<file path="src/rtl/pwm_peripheral_if.sv">
// Register-bank side of the 16-channel PWM peripheral.
// Signals:
//   en_reg_out_7_0 / en_reg_out_15_8 : per-channel output enable
//   en_reg_pwm_7_0 / en_reg_pwm_15_8 : per-channel PWM-mode select (else static high)
//   pwm_duty_cycle                   : shared duty, latched at period boundaries
//   out                              : registered channel outputs
//   period_start                     : one-cycle pulse on the first cycle of each period
interface pwm_peripheral_if;
   logic [7:0]  en_reg_out_7_0;
   logic [7:0]  en_reg_out_15_8;
   logic [7:0]  en_reg_pwm_7_0;
   logic [7:0]  en_reg_pwm_15_8;
   logic [7:0]  pwm_duty_cycle;
   logic [15:0] out;
   logic        period_start;

   // Register bank drives controls and observes outputs.
   modport master (
      output en_reg_out_7_0, en_reg_out_15_8, en_reg_pwm_7_0, en_reg_pwm_15_8,
             pwm_duty_cycle,
      input  out, period_start
   );

   // The peripheral consumes controls and drives outputs.
   modport slave (
      input  en_reg_out_7_0, en_reg_out_15_8, en_reg_pwm_7_0, en_reg_pwm_15_8,
             pwm_duty_cycle,
      output out, period_start
   );
endinterface

</file>
<file path="src/rtl/pwm_peripheral.sv">
// 16-channel PWM peripheral with a shared, period-aligned duty cycle.
// A prescaler divides clk by DIV (1..255) into ticks; an 8-bit period counter
// counts ticks, giving a 256*DIV clk period. The duty is shadowed only at the
// period wrap so a period never sees a partial pulse.
// Ports:
//   clk   : system clock, rising edge
//   rst_n : asynchronous active-low reset
//   bus   : pwm_peripheral_if.slave (enables, mode, duty in; out, period_start out)
module pwm_peripheral #(
   parameter int unsigned DIV = 13
) (
   input  logic           clk,
   input  logic           rst_n,
   pwm_peripheral_if.slave bus
);

   localparam int unsigned CW  = 8;
   localparam int unsigned NCH = 16;
   localparam logic [CW-1:0] PRE_LAST = CW'(DIV - 1);
   localparam logic [CW-1:0] CNT_LAST = '1;

   logic [CW-1:0]  prescaler;
   logic [CW-1:0]  period_cnt;
   logic [CW-1:0]  duty_shadow;
   logic           tick;
   logic           wrap;
   logic           wrap_q;
   logic           pwm_level;
   logic [NCH-1:0] en_out;
   logic [NCH-1:0] en_pwm;
   logic [NCH-1:0] next_out;
   logic [NCH-1:0] out_q;
   logic           period_start_q;

   assign en_out = {bus.en_reg_out_15_8, bus.en_reg_out_7_0};
   assign en_pwm = {bus.en_reg_pwm_15_8, bus.en_reg_pwm_7_0};

   // Tick on the prescaler's last count; wrap on the last tick of the period.
   assign tick = (prescaler == PRE_LAST);
   assign wrap = tick && (period_cnt == CNT_LAST);

   // Full-scale duty is forced high so 0xFF never drops low for the final tick.
   always_comb begin
      pwm_level = 1'b0;
      if (duty_shadow == CNT_LAST) begin
         pwm_level = 1'b1;
      end else begin
         pwm_level = (period_cnt < duty_shadow);
      end
   end

   // Disabled channels are low; enabled channels are PWM or static high.
   always_comb begin
      next_out = '0;
      for (int i = 0; i < int'(NCH); i++) begin
         if (en_out[i]) begin
            next_out[i] = en_pwm[i] ? pwm_level : 1'b1;
         end
      end
   end

   // Counters free-run regardless of enables so all channels stay phase-aligned.
   // period_start is delayed twice so it lines up with the first out of the period.
   always_ff @(posedge clk or negedge rst_n) begin
      if (!rst_n) begin
         prescaler      <= '0;
         period_cnt     <= '0;
         duty_shadow    <= '0;
         wrap_q         <= 1'b0;
         out_q          <= '0;
         period_start_q <= 1'b0;
      end else begin
         prescaler <= tick ? '0 : prescaler + 1'b1;
         if (tick) begin
            period_cnt <= period_cnt + 1'b1;
         end
         if (wrap) begin
            duty_shadow <= bus.pwm_duty_cycle;
         end
         wrap_q         <= wrap;
         out_q          <= next_out;
         period_start_q <= wrap_q;
      end
   end

   assign bus.out          = out_q;
   assign bus.period_start = period_start_q;

endmodule
</file>
<file path="src/flat_wrapper.sv">
// flat-port wrapper written by rule: the top's interface ports become plain ports
module pwm_peripheral_flat 
#(
   parameter int unsigned DIV = 13
)
  (clk, rst_n, bus_en_reg_out_7_0, bus_en_reg_out_15_8, bus_en_reg_pwm_7_0, bus_en_reg_pwm_15_8, bus_pwm_duty_cycle, bus_out, bus_period_start);
  pwm_peripheral_if bus_i ();
  input  logic clk;
  input  logic rst_n;
  input wire logic [$bits(bus_i.en_reg_out_7_0)-1:0] bus_en_reg_out_7_0;
  input wire logic [$bits(bus_i.en_reg_out_15_8)-1:0] bus_en_reg_out_15_8;
  input wire logic [$bits(bus_i.en_reg_pwm_7_0)-1:0] bus_en_reg_pwm_7_0;
  input wire logic [$bits(bus_i.en_reg_pwm_15_8)-1:0] bus_en_reg_pwm_15_8;
  input wire logic [$bits(bus_i.pwm_duty_cycle)-1:0] bus_pwm_duty_cycle;
  output wire logic [$bits(bus_i.out)-1:0] bus_out;
  output wire logic [$bits(bus_i.period_start)-1:0] bus_period_start;
  assign bus_i.en_reg_out_7_0 = bus_en_reg_out_7_0;
  assign bus_i.en_reg_out_15_8 = bus_en_reg_out_15_8;
  assign bus_i.en_reg_pwm_7_0 = bus_en_reg_pwm_7_0;
  assign bus_i.en_reg_pwm_15_8 = bus_en_reg_pwm_15_8;
  assign bus_i.pwm_duty_cycle = bus_pwm_duty_cycle;
  assign bus_out = bus_i.out;
  assign bus_period_start = bus_i.period_start;
  pwm_peripheral #(.DIV(DIV)) u_core (.clk(clk), .rst_n(rst_n), .bus(bus_i));
endmodule
</file>
<file path="config.mk">
export PLATFORM = sky130hd
export DESIGN_NAME = pwm_peripheral_flat
export DESIGN_NICKNAME = d
export VERILOG_FILES = /design/src/rtl/pwm_peripheral_if.sv /design/src/rtl/pwm_peripheral.sv /design/src/flat_wrapper.sv
export SDC_FILE = /design/constraint.sdc
export NUM_CORES = 1
export LEC_CHECK = 0
export CAP_MARGIN = 10
export CORE_AREA = 2 2 76 78
export DETAILED_ROUTE_END_ITERATION = 16
export DIE_AREA = 0 0 78 80
export GPL_TIMING_DRIVEN = 0
export SYNTH_ARGS = -nofsm -noshare
export SYNTH_HDL_FRONTEND = slang
export SYNTH_SLANG_ARGS = --single-unit
</file>
<file path="constraint.sdc">
create_clock -name clk -period 1.81 [get_ports clk]
set_clock_uncertainty 0.15 [all_clocks]
set_input_delay 0.362 -clock clk [delete_from_list [all_inputs] [get_ports clk]]
set_output_delay 0.362 -clock clk [all_outputs]
set_load 0.01 [all_outputs]
</file>
==> results of run 1 <==
==> per-layer routing <==
layer,track usage [%],up-vias,wire [µm]
li1,-,659,-
met1,15.5,653,1500
met2,23.0,63,1980
met3,6.67,4,425
met4,5.79,0,51
met5,0,-,0
==> cell families (layout without fill, tap and decap cells) <==
kind of cell	after synthesis	in the layout
flops	42	42
mux	8	8
compound gates	23	23
simple gates	36	36
buf+inv	11	93
xor+xnor	13	13
fa+ha+maj	10	10
==> sequential cells by signal (all words and copies together), names as in the netlist <==
signal,cells
u_core.bus.out,16
u_core.bus.period_start,1
u_core.duty_shadow,8
u_core.period_cnt,8
u_core.prescaler,8
u_core.wrap_q,1
==> worst max-delay path, delay by kind of cell, from the launching register on <==
family          cells  cell delay, ns
flops               1            0.44
compound gates      3            0.47
simple gates        1            0.21
fa+ha+maj           1            0.27
buf+inv             1            0.23
==> repair_timing <==
item,CTS,global route
resized for setup,13,15
hold buffers,0,0
buffers inserted,11,5
gates cloned,1,0
pin swaps,4,7
endpoints found under the setup margin,24,27
==> placed cells by master (no fill, tap or decap), drive strengths merged <==
master,n
and2,1
a21oi,1
inv,9
nand2,8
a2111oi,1
a41o,1
xnor2,7
clkdlybuf4s50,57
o21a,1
nand4,6
nor3,5
nor2,8
o32ai,1
mux2,8
ha,10
a21boi,16
o21ai,1
and3,1
nand3,3
clkinv,2
and4b,1
xor2,6
nand2b,1
nand4b,1
a21o,1
dfrtp,42
buf,18
and4,1
clkbuf,6
clkinvlp,1
==> where the power goes <==
group	switching, mW	leakage (nW)	internal [mW]	total, mW
clock	0.334	0.0441	0.271	0.605
combinational	0.0522	0.652	0.119	0.172
sequential	0.00518	0.544	0.955	0.960
==> metrics by stage <==
step | cell area [µm²] | hold slack [ns] | setup TNS (ns) | power, mW
after floorplan | 1860 | -0.0836 | -0.431 | 1.00
after global placement | 2530 | 0.183 | -35.60 | 1.14
after detailed placement | 2520 | 0.187 | -5.17 | 1.15
after CTS | 2780 | 0.0734 | -0.932 | 1.76
after global routing | 2830 | 0.104 | -1.89 | 1.82
final | 2830 | 0.0437 | -0.709 | 1.74
==> final cells by class <==
class	count	area, µm²
tap	72	90.1
buffer	1	13.8
sequential	42	1050
clock inverter	3	21.3
multi-input combinational	90	832
timing repair buffer	75	719
clock buffer	5	68.8
inverter	9	33.8
fill	487	2570
==> worst paths after layout <==
check / from / slack [ns] / endpoint / depth (start not counted)
setup / recovery: u_core.period_cnt[7] / -0.07 / u_core.bus.out[14] / 6
hold / removal: rst_n / 0.04 / u_core.bus.out[8] / 1
setup reg to reg: u_core.period_cnt[7] / -0.07 / u_core.bus.out[14] / 6
hold reg to reg: u_core.wrap_q / 0.20 / u_core.bus.period_start / 0
max in group asynchronous: rst_n / 0.83 / u_core.prescaler[4] / 1
min in group clk: u_core.wrap_q / 0.20 / u_core.bus.period_start / 0
==> reports/summary.txt, run 1 <==
=====================================================================================================
Main combinational cell family by area after synthesis ................................. simple AND/OR/NAND/NOR gates
Least setup slack across all paths after layout ........................................   -0.0721 ns
Nature of the critical path endpoint ...................................................         flop
Cell area after synthesis ..............................................................     1830 µm²
Crit path largest cell delay ...........................................................      0.44 ns
Number of warnings issued by yosys .....................................................            0
Via/cell ratio .........................................................................         4.64
Number of synthesized flops with an enable pin .........................................            0
Synth Instances ........................................................................          143
Kind of start point of the critical path ...............................................         flop
Largest voltage drop on the vdd net ....................................................       414 µV
F_max ..................................................................................    0.531 GHz
Cell leakage power .....................................................................      1.24 nW
Data arrival time at the worst-slack endpoint ..........................................      1.92 ns
Most used flip-flop cell after synthesis ............................................... sky130_fd_sc_hd__dfrtp_1
Leading post-synthesis cells by instance count ......................................... sky130_fd_sc_hd__dfrtp_1, sky130_fd_sc_hd__a21boi_0, sky130_fd_sc_hd__ha_1
Final Max Tran Viols ...................................................................            0
Diode count ............................................................................            0
Crit path kind .........................................................................   reg -> reg
Post-synthesis share of cell area spent on full adders, half adders and majority gates .        6.83%
Detailed Routing Iterations Pass 1 .....................................................            5
Detailed Place HPWL ....................................................................      2830 µm
Routed wire length per instance ........................................................      13.3 µm
Via count of the first global-routing pass .............................................         1489
Via count of the routed design .........................................................         1379
Overall overflow remaining after global route ..........................................            0
1st-iter DRT viols .....................................................................           47
Mux cell area share after synthesis ....................................................        4.92%
Core area ..............................................................................     5410 µm²
Final setup viols ......................................................................           16
Unrepaired setup endpoints after global routing ........................................         true
Post-Synthesis Net Count ...............................................................          195
Share of the synthesized area in the top cell type .....................................        57.4%
Total count of hold-check failures in the final report .................................            0
Area share of xor/xnor cells in the synthesized design .................................        6.22%
Count of unresolved DRC violations after routing .......................................            0
Overall die area .......................................................................     6240 µm²
Mean cell area of the mapped netlist ...................................................     12.8 µm²
Complex-gate fraction of the synthesized area ..........................................        10.2%
Inserted Clock Buffers .................................................................            5
Clock sink count .......................................................................           42
GRT Total Usage ........................................................................        14.0%
Insertion delay of the later-clocked pin in the worst-skew pair ........................      0.29 ns
Die W ..................................................................................        78 µm
Clock-pin slew of the registers on the worst-case setup and hold paths .................      0.09 ns
Share of the clock period used by the worst path .......................................         104%
Count of cell types in the netlist .....................................................           29
Kind of path behind the tightest hold check ............................................  in -> async
Failing checks ......................................................................... negative setup slack
Minimum clock period ...................................................................      1.88 ns
Share of the yosys chip area belonging to registers ....................................        57.4%
Layout overhead on the synthesized area ................................................        54.7%
Worst Tran Pin Value ...................................................................     0.916 ns
Dominant cell type by area after synthesis ............................................. sky130_fd_sc_hd__dfrtp_1
Final Net Count ........................................................................          276
Num ports ..............................................................................           59
Util after Layout ......................................................................        52.4%
Count of H-tree levels built during CTS ................................................            2
Simple-gate area share of the yosys netlist ............................................        12.2%
Maximum net fanout on the critical path ................................................            5
Residual antenna-violating net count after detailed routing ............................            0
Async SR Flop Fraction .................................................................         100%
Pre-CTS setup slack ....................................................................    -0.317 ns
Number of port buffers .................................................................           58
Post-placement cell count ..............................................................          273
Most area-consuming cells after synthesis .............................................. sky130_fd_sc_hd__dfrtp_1, sky130_fd_sc_hd__ha_1, sky130_fd_sc_hd__a21boi_0
Number of buffers on the longest clock path ............................................            2
Register bit count reported by yosys ...................................................           42
Total wire length after detailed routing ...............................................      3960 µm
Largest net degree at the start of global routing ......................................           43
Max-cap violation count ................................................................            0
Chain of cells forming the critical path ............................................... ha_4 -> and4_1 -> o21ai_2 -> o32ai_4 -> clkbuf_8 -> a21boi_2
Initial standard-cell utilization of the core ..........................................        33.9%
Cell chosen for the clock root ......................................................... sky130_fd_sc_hd__clkbuf_8
Power per cell area ....................................................................   613 nW/µm²
Ratio of cells with drive above 1 in the final layout ..................................        26.7%
Worst Path Required ....................................................................      1.85 ns
Most frequent cell after synthesis ..................................................... sky130_fd_sc_hd__dfrtp_1
Final Instance Count excl. Fillers .....................................................          297
Clock tree from TritonCTS ..............................................................         done
Standard-cell rows .....................................................................           27
Routability cong. ......................................................................        0.717
Run status ............................................................................. finished with violations
Die span in y ..........................................................................        80 µm
Worst path slowest cell ................................................................ sky130_fd_sc_hd__dfrtp_2
Tightest slew margin relative to the limit .............................................        38.9%
Number of antenna violations at the first check in global routing ......................            0
First-pass GRT wire length .............................................................      6730 µm
=====================================================================================================
(Power assumes the default switching activity.)
==> run 2, diff against run 1 <==
==> constraint.sdc (replaced) <==
create_clock -name clk -period 2.4 [get_ports clk]
set_clock_uncertainty 0.15 [all_clocks]
set_input_delay 0.48 -clock clk [delete_from_list [all_inputs] [get_ports clk]]
set_output_delay 0.48 -clock clk [all_outputs]
set_load 0.01 [all_outputs]
==> run 2 against run 1 <==
The run now ends clean. Power decreased by 20%. Sequential power shrank 25%. Clock power down 9.9%. Sequential share of layout area rose by 2.6 points. Register-to-register slack better by 0.26 ns. Sequential cell count stayed put. Critical endpoint is now u_core.bus.out[7]. Routed wire length is 13% lower. Highest routed layer unchanged. Critical path type unchanged. Non-clock buffer count shrank 14. Largest cell class unchanged. Fmax shrank 15%. Worst hold slack better by 0.16 ns. First-iteration DRC count is 2.1% higher. Die area is the same.
==> reports/summary.txt, run 2 (same netlist as run 1, synthesis figures left out) <==
=====================================================================================
Final Max Tran Viols ...................................................            0
Chain of cells forming the critical path ............................... inv_1 -> ha_1 -> and4_1 -> o21ai_0 -> o32ai_2 -> clkbuf_2 -> a21boi_0
Fill cell count ........................................................          533
Overall overflow remaining after global route ..........................            0
Tightest slew margin relative to the limit .............................        68.5%
Clock-pin slew of the registers on the worst-case setup and hold paths .      0.08 ns
F_max ..................................................................    0.453 GHz
Post-route standard cell area excluding fillers ........................     2640 µm²
Routability cong. ......................................................        0.700
Die span in y ..........................................................        80 µm
Worst Tran Pin Value ...................................................     0.473 ns
Run status .............................................................    completed
Insertion delay of the later-clocked pin in the worst-skew pair ........      0.29 ns
Inserted Clock Buffers .................................................            5
Instance area after placement ..........................................     2520 µm²
Minimum clock period ...................................................      2.21 ns
Worst Path Required ....................................................      2.41 ns
Clock sink count .......................................................           42
Post-placement cell count ..............................................          274
Number of port buffers .................................................           58
Final setup viols ......................................................            0
Maximum net fanout on the critical path ................................           10
Worst path bufs/invs ...................................................            2
Util after Layout ......................................................        48.8%
Final Net Count ........................................................          262
Via count of the first global-routing pass .............................         1320
Max-cap violation count ................................................            0
Worst Hold Margin ......................................................     0.203 ns
Total count of hold-check failures in the final report .................            0
Cell chosen for the clock root ......................................... sky130_fd_sc_hd__clkbuf_8
Count of H-tree levels built during CTS ................................            2
Diode count ............................................................            0
Post-CTS Setup Repair Bufs .............................................            0
Crit path kind .........................................................   reg -> reg
Die W ..................................................................        78 µm
Kind of path behind the tightest hold check ............................   reg -> reg
Cell leakage power .....................................................      1.17 nW
Power per cell area ....................................................   530 nW/µm²
Crit path largest cell delay ...........................................      0.48 ns
Largest voltage drop on the vdd net ....................................       278 µV
Max reg flops ..........................................................           16
Routed wire length per instance ........................................      12.2 µm
Layout overhead on the synthesized area ................................        43.9%
1st-iter DRT viols .....................................................           48
Clock tree from TritonCTS ..............................................         done
Detailed Routing Iterations Pass 1 .....................................            4
Count of unresolved DRC violations after routing .......................            0
Unrepaired setup endpoints after global routing ........................        false
GRT Total Usage ........................................................        12.4%
Num ports ..............................................................           59
Number of buffers on the longest clock path ............................            2
First-pass GRT wire length .............................................      5950 µm
Initial standard-cell utilization of the core ..........................        33.9%
Area occupied by multi-input gates .....................................      738 µm²
Nature of the critical path endpoint ...................................         flop
Worst path slowest cell ................................................ sky130_fd_sc_hd__o32ai_2
Data arrival time at the worst-slack endpoint ..........................      2.22 ns
Detailed Place HPWL ....................................................      2670 µm
Kind of start point of the critical path ...............................         flop
Number of antenna violations at the first check in global routing ......            0
Flip-flop and latch area ...............................................     1050 µm²
Overall die area .......................................................     6240 µm²
Final Instance Count excl. Fillers .....................................          283
Share of the clock period used by the worst path .......................        92.1%
Most common cell after layout, fill and taps aside ..................... sky130_fd_sc_hd__clkdlybuf4s50_1
Delay-heaviest family, CP .............................................. compound AO/OA/AOI/OAI gates
Residual antenna-violating net count after detailed routing ............            0
Most used cells in the layout excluding fill and tap cells ............. sky130_fd_sc_hd__clkdlybuf4s50_1, sky130_fd_sc_hd__dfrtp_1, sky130_fd_sc_hd__a21boi_0, sky130_fd_sc_hd__ha_1, sky130_fd_sc_hd__inv_1
Core area ..............................................................     5410 µm²
Design Power ...........................................................      1.40 mW
Total wire length after detailed routing ...............................      3440 µm
Largest net degree at the start of global routing ......................           42
Via/cell ratio .........................................................         4.49
Via count of the routed design .........................................         1271
Ratio of cells with drive above 1 in the final layout ..................        11.8%
Standard-cell rows .....................................................           27
=====================================================================================
[run 2: worst paths after layout]
check	startpoint	to	slack, ns	cells past startpoint
setup / recovery	u_core.duty_shadow[6]	u_core.bus.out[7]	0.19	7
hold / removal	u_core.wrap_q	u_core.bus.period_start	0.20	0
setup reg to reg	u_core.duty_shadow[6]	u_core.bus.out[7]	0.19	7
hold reg to reg	u_core.wrap_q	u_core.bus.period_start	0.20	0
max in group asynchronous	rst_n	u_core.prescaler[2]	1.35	3
min in group asynchronous	rst_n	u_core.bus.out[5]	0.37	2
[run 2: worst register-to-register path: stages, from the launching register on]
cell and delay [ns]:
sky130_fd_sc_hd__dfrtp_1 0.39, sky130_fd_sc_hd__inv_1 0.06, sky130_fd_sc_hd__ha_1 0.30, sky130_fd_sc_hd__and4_1 0.20, sky130_fd_sc_hd__o21ai_0 0.09, sky130_fd_sc_hd__o32ai_2 0.48
sky130_fd_sc_hd__clkbuf_2 0.28, sky130_fd_sc_hd__a21boi_0 0.12
[run 2: final cells by class]
class                      instances  share of cell area [%]
buffer                             2                   0.332
clock buffer                       5                    2.61
clock inverter                     3                    1.52
inverter                           9                    1.28
multi-input combinational         90                    28.0
sequential                        42                    39.9
tap                               72                    3.42
timing repair buffer              60                    23.0
[run 2: repair_timing]
item | CTS | global route
resized for setup | 0 | 0
hold endpoints to repair | 1 | 0
hold buffers | 1 | 0
[run 2: metal layers]
layer,vias to the layer above,track usage (%),wire [µm]
li1,631,-,-
met1,577,14.0,1420
met2,58,19.1,1500
met3,5,7.58,462
met4,0,4.74,58
met5,-,0,0
[run 2: stage by stage]
step	setup slack, ns	setup TNS, ns
floorplan	0.494	0
global placement	-0.348	-14.50
detailed placement	0.167	0
CTS	0.149	0
global route	0.0263	0
finish	0.191	0
[run 2: power breakdown]
group	total, mW	leakage, nW	internal, mW	switching, mW
sequential	0.724	0.549	0.720	0.00355
clock	0.545	0.0579	0.306	0.238
combinational	0.128	0.560	0.0899	0.0379
==> run 3, diff against run 2 <==
--- a/config.mk
+++ b/config.mk
@@ -10,6 +10,7 @@
 export DETAILED_ROUTE_END_ITERATION = 16
 export DIE_AREA = 0 0 78 80
 export GPL_TIMING_DRIVEN = 0
+export REMOVE_ABC_BUFFERS = 1
 export SYNTH_ARGS = -nofsm -noshare
 export SYNTH_HDL_FRONTEND = slang
 export SYNTH_SLANG_ARGS = --single-unit
==> run 3 against run 2 <==
Worst hold slack worse by 0.037 ns. Power down 6.5%. Critical path depth down 1. Sequential cell count unchanged. Utilization down 0.79 points. Clock power down 16%. Sequential power about the same.
==> reports/summary.txt, run 3 (same netlist as run 1, synthesis figures left out) <==
=====================================================================================
Crit path kind .........................................................   reg -> reg
Largest voltage drop on the vdd net ....................................       255 µV
Setup TNS after final layout ...........................................         0 ns
Kind of path behind the tightest hold check ............................  in -> async
Via count of the first global-routing pass .............................         1446
Max reg flops ..........................................................           16
Initial standard-cell utilization of the core ..........................        33.9%
Routability cong. ......................................................        0.732
Final Net Count ........................................................          258
Tightest slew margin relative to the limit .............................        39.8%
1st-iter DRT viols .....................................................           77
Cell leakage power .....................................................      1.14 nW
Detailed Routing Iterations Pass 1 .....................................            4
Insertion delay of the later-clocked pin in the worst-skew pair ........      0.29 ns
Via count of the routed design .........................................         1287
Overall overflow remaining after global route ..........................            0
Overall die area .......................................................     6240 µm²
Clock tree from TritonCTS ..............................................         done
Largest net degree at the start of global routing ......................           43
Final Max Tran Viols ...................................................            0
Cell chosen for the clock root ......................................... sky130_fd_sc_hd__clkbuf_8
Number of antenna violations at the first check in global routing ......            0
Design Power ...........................................................      1.31 mW
Die span in y ..........................................................        80 µm
Switch share ...........................................................        22.2%
Die W ..................................................................        78 µm
Inserted Clock Buffers .................................................            5
F_max ..................................................................    0.473 GHz
Total wire length after detailed routing ...............................      3510 µm
Total count of hold-check failures in the final report .................            0
Cell internal power dissipation ........................................      1.02 mW
Max-cap violation count ................................................            0
Num ports ..............................................................           59
Core area ..............................................................     5410 µm²
Most common cell after layout, fill and taps aside ..................... sky130_fd_sc_hd__clkdlybuf4s50_1
Diode count ............................................................            0
First-pass GRT wire length .............................................      6260 µm
Run status .............................................................    completed
Layout overhead on the synthesized area ................................        41.6%
Maximum net fanout on the critical path ................................           16
Setup slack, reg-to-reg ................................................      0.29 ns
Worst Path Required ....................................................      2.40 ns
Worst Tran Pin Value ...................................................     0.903 ns
Gate power share .......................................................         9.4%
Number of port buffers .................................................           58
Share of the clock period used by the worst path .......................        88.0%
Count of H-tree levels built during CTS ................................            2
Unrepaired setup endpoints after global routing ........................        false
Power per cell area ....................................................   503 nW/µm²
Kind of start point of the critical path ...............................         flop
Most used cells in the layout excluding fill and tap cells ............. sky130_fd_sc_hd__clkdlybuf4s50_1, sky130_fd_sc_hd__dfrtp_1, sky130_fd_sc_hd__a21boi_0, sky130_fd_sc_hd__ha_1, sky130_fd_sc_hd__inv_1
Util after Layout ......................................................        48.0%
Net load switching power ...............................................     0.290 mW
Data arrival time at the worst-slack endpoint ..........................      2.11 ns
Count of hold-fix buffers inserted at cts ..............................            0
Final setup viols ......................................................            0
Minimum clock period ...................................................      2.11 ns
GRT Total Usage ........................................................        13.0%
Routed wire length per instance ........................................      12.6 µm
Standard-cell rows .....................................................           27
Count of unresolved DRC violations after routing .......................            0
Number of buffers on the longest clock path ............................            2
Ratio of cells with drive above 1 in the final layout ..................        11.1%
Sequential share of power ..............................................        55.5%
Detailed Place HPWL ....................................................      2790 µm
Clock-pin slew of the registers on the worst-case setup and hold paths .      0.09 ns
Nature of the critical path endpoint ...................................         flop
Via/cell ratio .........................................................         4.61
Clock network power share ..............................................        35.1%
Residual antenna-violating net count after detailed routing ............            0
Clock sink count .......................................................           42
=====================================================================================
-- run 3: critical path: stages (launching register included) --
cell,delay (ns)
sky130_fd_sc_hd__dfrtp_1,0.39
sky130_fd_sc_hd__inv_1,0.06
sky130_fd_sc_hd__ha_1,0.31
sky130_fd_sc_hd__and4_1,0.19
sky130_fd_sc_hd__o21ai_0,0.13
sky130_fd_sc_hd__o32ai_4,0.54
sky130_fd_sc_hd__a21boi_0,0.21
-- run 3: worst paths after layout --
kind | start | endpoint | cells past startpoint
setup / recovery | u_core.duty_shadow[6] | u_core.bus.out[11] | 6
hold / removal | rst_n | u_core.bus.out[14] | 1
setup reg to reg | u_core.duty_shadow[6] | u_core.bus.out[11] | 6
hold reg to reg | u_core.wrap_q | u_core.bus.period_start | 0
max in group asynchronous | rst_n | u_core.prescaler[7] | 1
min in group clk | u_core.wrap_q | u_core.bus.period_start | 0
-- run 3: power by group through the flow --
stage	Combinational (mW)	Sequential (mW)	Clock [mW]
floorplan	0.00887	0.746	0
detailed placement	0.126	0.738	0
global placement	0.125	0.738	0
CTS	0.126	0.724	0.480
global route	0.135	0.726	0.511
finish	0.123	0.724	0.459
-- run 3: routing by layer --
layer | share of wire [%] | global-route usage [%]
met1 | 38 | 14.0
met2 | 49 | 22.0
met3 | 12 | 6.56
met4 | 0.66 | 4.91
met5 | 0 | 0
-- run 3: what timing repair did --
action                     CTS  global route
gates resized for setup      0             1
setup endpoints to repair    0            16
buffers inserted             0             0
-- run 3: cell type report --
class | count | area (µm²)
tap | 72 | 90.1
sequential | 42 | 1050
clock buffer | 5 | 68.8
clock inverter | 3 | 25.0
inverter | 9 | 33.8
timing repair buffer | 58 | 576
multi-input combinational | 90 | 749
fill | 496 | 2810
-- run 3: through the flow --
stage          worst slack (ns)  instances  instance area, µm²  hold slack, ns
5_1_grt                  0.0750        279                2590           0.231
3_3_place_gp             -0.284        271                2490           0.183
2_1_floorplan             0.433        141                1820          0.0344
3_5_place_dp           -0.00324        271                2490           0.192
6_report                  0.287        279                2590           0.166
4_1_cts                 0.00299        279                2580           0.196
